--- src/rtl/relu.sv ---
// Purpose : registered rectified-linear activation for signed fixed-point samples.
// Latency : 1 clk (dn_data at edge N+1 reflects up_data/bypass sampled at edge N).
// Backpr. : none; free-running, accepts and emits one sample every cycle.
//
// Optional bounded-ReLU clamp is enabled by defining RELU_CLIP_EN. When it is
// undefined no clamp logic exists and CLIP_VALUE only feeds the config check.
module relu #(
    parameter int                    NUM_WIDTH  = 16,
    parameter int                    FRAC_WIDTH = 8,
    parameter logic signed [15:0]    CLIP_VALUE = 16'sh0600
) (
    input  logic                        clk,
    input  logic                        rst_n,
    input  logic                        bypass,
    input  logic signed [NUM_WIDTH-1:0] up_data,
    output logic signed [NUM_WIDTH-1:0] dn_data
);

    localparam int MSB = NUM_WIDTH - 1;

    // Reject configurations where the format or clip ceiling make no sense:
    // the fraction must leave at least a sign bit, and the ceiling is positive.
    if (FRAC_WIDTH >= NUM_WIDTH || FRAC_WIDTH < 0 || CLIP_VALUE <= 0) begin : g_bad_cfg
        $error("relu: invalid NUM_WIDTH/FRAC_WIDTH/CLIP_VALUE combination");
    end

`ifdef RELU_CLIP_EN
    // Ceiling resized to the datapath width; sign-extension keeps it exact
    // for any NUM_WIDTH that can hold it.
    localparam logic signed [NUM_WIDTH-1:0] CLIP_W = NUM_WIDTH'(CLIP_VALUE);
`endif

    logic signed [NUM_WIDTH-1:0] dn_data_d;
    logic signed [NUM_WIDTH-1:0] dn_data_q;

    // Next output: raw on bypass, else zero for negatives (sign bit only,
    // no arithmetic), optionally clamped to the ceiling for large positives.
    always_comb begin
        dn_data_d = up_data;
        if (!bypass) begin
            if (up_data[MSB]) begin
                dn_data_d = '0;
            end
`ifdef RELU_CLIP_EN
            else if (up_data > CLIP_W) begin
                dn_data_d = CLIP_W;
            end
`endif
        end
    end

    // Single output register; reset clears it immediately, dropping any
    // sample that was in flight.
    always_ff @(posedge clk or negedge rst_n) begin
        if (!rst_n) begin
            dn_data_q <= '0;
        end else begin
            dn_data_q <= dn_data_d;
        end
    end

    assign dn_data = dn_data_q;

endmodule

--- config.mk ---
export PLATFORM = sky130hd
export DESIGN_NAME = relu
export DESIGN_NICKNAME = d
export VERILOG_FILES = /design/src/rtl/relu.sv
export SDC_FILE = /design/constraint.sdc
export NUM_CORES = 1
export LEC_CHECK = 0
export CORE_AREA = 2 2 39 41
export DETAILED_ROUTE_END_ITERATION = 6
export DIE_AREA = 0 0 41 43
export DONT_BUFFER_PORTS = 1
export HOLD_SLACK_MARGIN = 0.03
export PLACE_DENSITY = 0.54
export SLEW_MARGIN = 20
export SYNTH_ARGS = -nofsm -noshare
export SYNTH_HDL_FRONTEND = slang
export SYNTH_SLANG_ARGS = --single-unit
export TNS_END_PERCENT = 30
--- constraint.sdc ---
create_clock -name clk -period 0.8 [get_ports clk]
set_clock_uncertainty 0.2 [all_clocks]
set_input_delay 0.16 -clock clk [delete_from_list [all_inputs] [get_ports clk]]
set_output_delay 0.16 -clock clk [all_outputs]
set_load 0.05 [all_outputs]
==> reports/results.ini <==
[critical_path]
arrival_ps = 810
start_kind = flop
critPathKind = flop to output pin
cp.required_ps = 440
critPathMaxFanout = 1
crit_start = dn_data[10]
end_kind = output pin

[place]
dpl_cell_area_um2 = 587
place_ws_ps = -97.3
io_buffers = 0
gp_congestion = 0.593
dp_cells = 49

[route]
num_vias = 254
dr.pass1.iters = 1
detail-route-antenna-nets = 0
initialDrtViolationCount = 0
wl_per_cell_um = 16.2
wl_um = 874
via_per_inst = 4.70
drc = 0

[global_route]
track_usage_pct = 12.7
gr-total-overflow = 0
grt_antenna_before_repair = 0
grt_pass1_wl_um = 1350
grt_pass1_vias = 298
grt_start_max_net_pins = 17

[synthesis]
ys_seq_elements = 16
synthCells = 34
syn_avg_cell_area_um2 = 16.4
yosysUniqueCellTypes = 5
syn-cell-area_um2 = 558
yosys_warnings = 0
synth_fp_nets = 53
yosysSeqAreaShare_pct = 71.7

[power]
power_density_mw_per_mm2 = 2660
p_leak_nw = 0.286
power.total_mw = 1.69
max-vdd-ir-drop_v = 0.00106

[timing]
final_max_slew_viol_count = 0
max_freq_mhz = 856
hold_slack_ps = -229
rsz0062_at_grt = yes
slew_headroom_pct = 55.1
setup_ws_ps = -369
tightestPinTransition_ps = 673
post-route-min-period_ps = 1170
setup_viol = 16
hold_violations = 32
final.period_utilization_pct = 146

[cells_and_area]
synthToLayoutAreaGrowth_pct = 13.9
diodes = 0
nFillCells = 131
largest_reg_flops = 16
final_area_um2 = 636
final_nets = 58
drive_above_1_share_pct = 97.4
final_cells = 54

[clock_network]
cts_buffers = 3
clkTransAtPathRegs_ps = 90
htreeDepth = 1
root_buffer = clkbuf_4
holdBufCountCts = 1
clock_path_buffers = 2
cts_tree = built
cts_sinks = 16
post_cts.repair.setup_buffers = 0

[die]
core_mm2 = 0.00138
ios = 35
die_h_um = 43
dieWidth_um = 41
die_area_mm2 = 0.00176
num_rows = 14
start_util_pct = 40.3

[job]
maxCapViolations = 0

[run_status]
violations = hold timing, setup timing
status = complete, but fails checks

[min_path]
min_path_type = input port to asynchronous set/reset pin

synth_stat cells:
cell type,count,area (um^2)
buf_6,1,11.3
nand2b_4,1,13.8
dfrtp_1,16,400
and2_4,10,87.6
and2_2,6,45.0
cells by family (layout without fill, tap and decap cells):
| kind of cell | count (synthesis) | count (layout) | synth area share [%] |
|---|---|---|---|
| buffers and inverters | 1 | 5 | 2.02 |
| flip-flops | 16 | 16 | 71.7 |
| AND/OR/NAND/NOR | 17 | 17 | 26.2 |
final cells by class:
class / count / area (um^2) / area share (%)
timing repair buffer: 1 / 12.5 / 1.97
clock buffer: 4 / 36.3 / 5.71
multi-input combinational: 17 / 146 / 23.0
sequential: 16 / 420 / 66.1
tap: 16 / 20.0 / 3.15
how the worst max path moves through the flow:
stage | slack, ps | cells past startpoint | end
2_1_floorplan | -60 | 3 | dn_data[10]
3_3_place_gp | -70 | 2 | dn_data[3]
3_5_place_dp | -100 | 2 | dn_data[2]
4_1_cts | -380 | 0 | dn_data[10]
5_1_grt | -410 | 0 | dn_data[8]
6_report | -370 | 0 | dn_data[10]
layer usage:
metal / GRT usage (%) / wire length, um
met5: 0 / 0
met4: 10.0 / 0
met3: 5.24 / 80
met2: 19.7 / 480
met1: 12.4 / 313
metrics by stage:
stage / hold slack [ps] / utilization [%] / setup TNS, ps
global placement: -335 / 42.4 / -1230
CTS: -198 / 45.8 / -10280
detailed placement: -335 / 42.4 / -1540
finish: -229 / 45.9 / -5780
global route: -212 / 45.9 / -6450
floorplan: -336 / - / -1310
cell usage in the layout (no fill, tap or decap), drive strengths merged:
| cell | synthesis | layout |
|---|---|---|
| clkbuf | 0 | 4 |
| dlymetal6s4s | 0 | 1 |
| nand2b | 1 | 1 |
| dfrtp | 16 | 16 |
| and2 | 16 | 16 |
timing repair:
| action | 4_1_cts | 5_1_grt |
|---|---|---|
| hold endpoints to repair | 32 | 32 |
| endpoints found under the setup margin | 16 | 32 |
| resized for setup | 0 | 1 |
report_power, final:
part | total [mW] | switching [mW] | internal, mW | leakage (nW)
Clock | 0.522 | 0.245 | 0.277 | 0.0210
Combinational | 0.0972 | 0.0357 | 0.0616 | 0.0866
Sequential | 1.07 | 0.206 | 0.868 | 0.178
Total | 1.69 | 0.487 | 1.21 | 0.286
No activity file was read; power rests on OpenSTA's default activity.
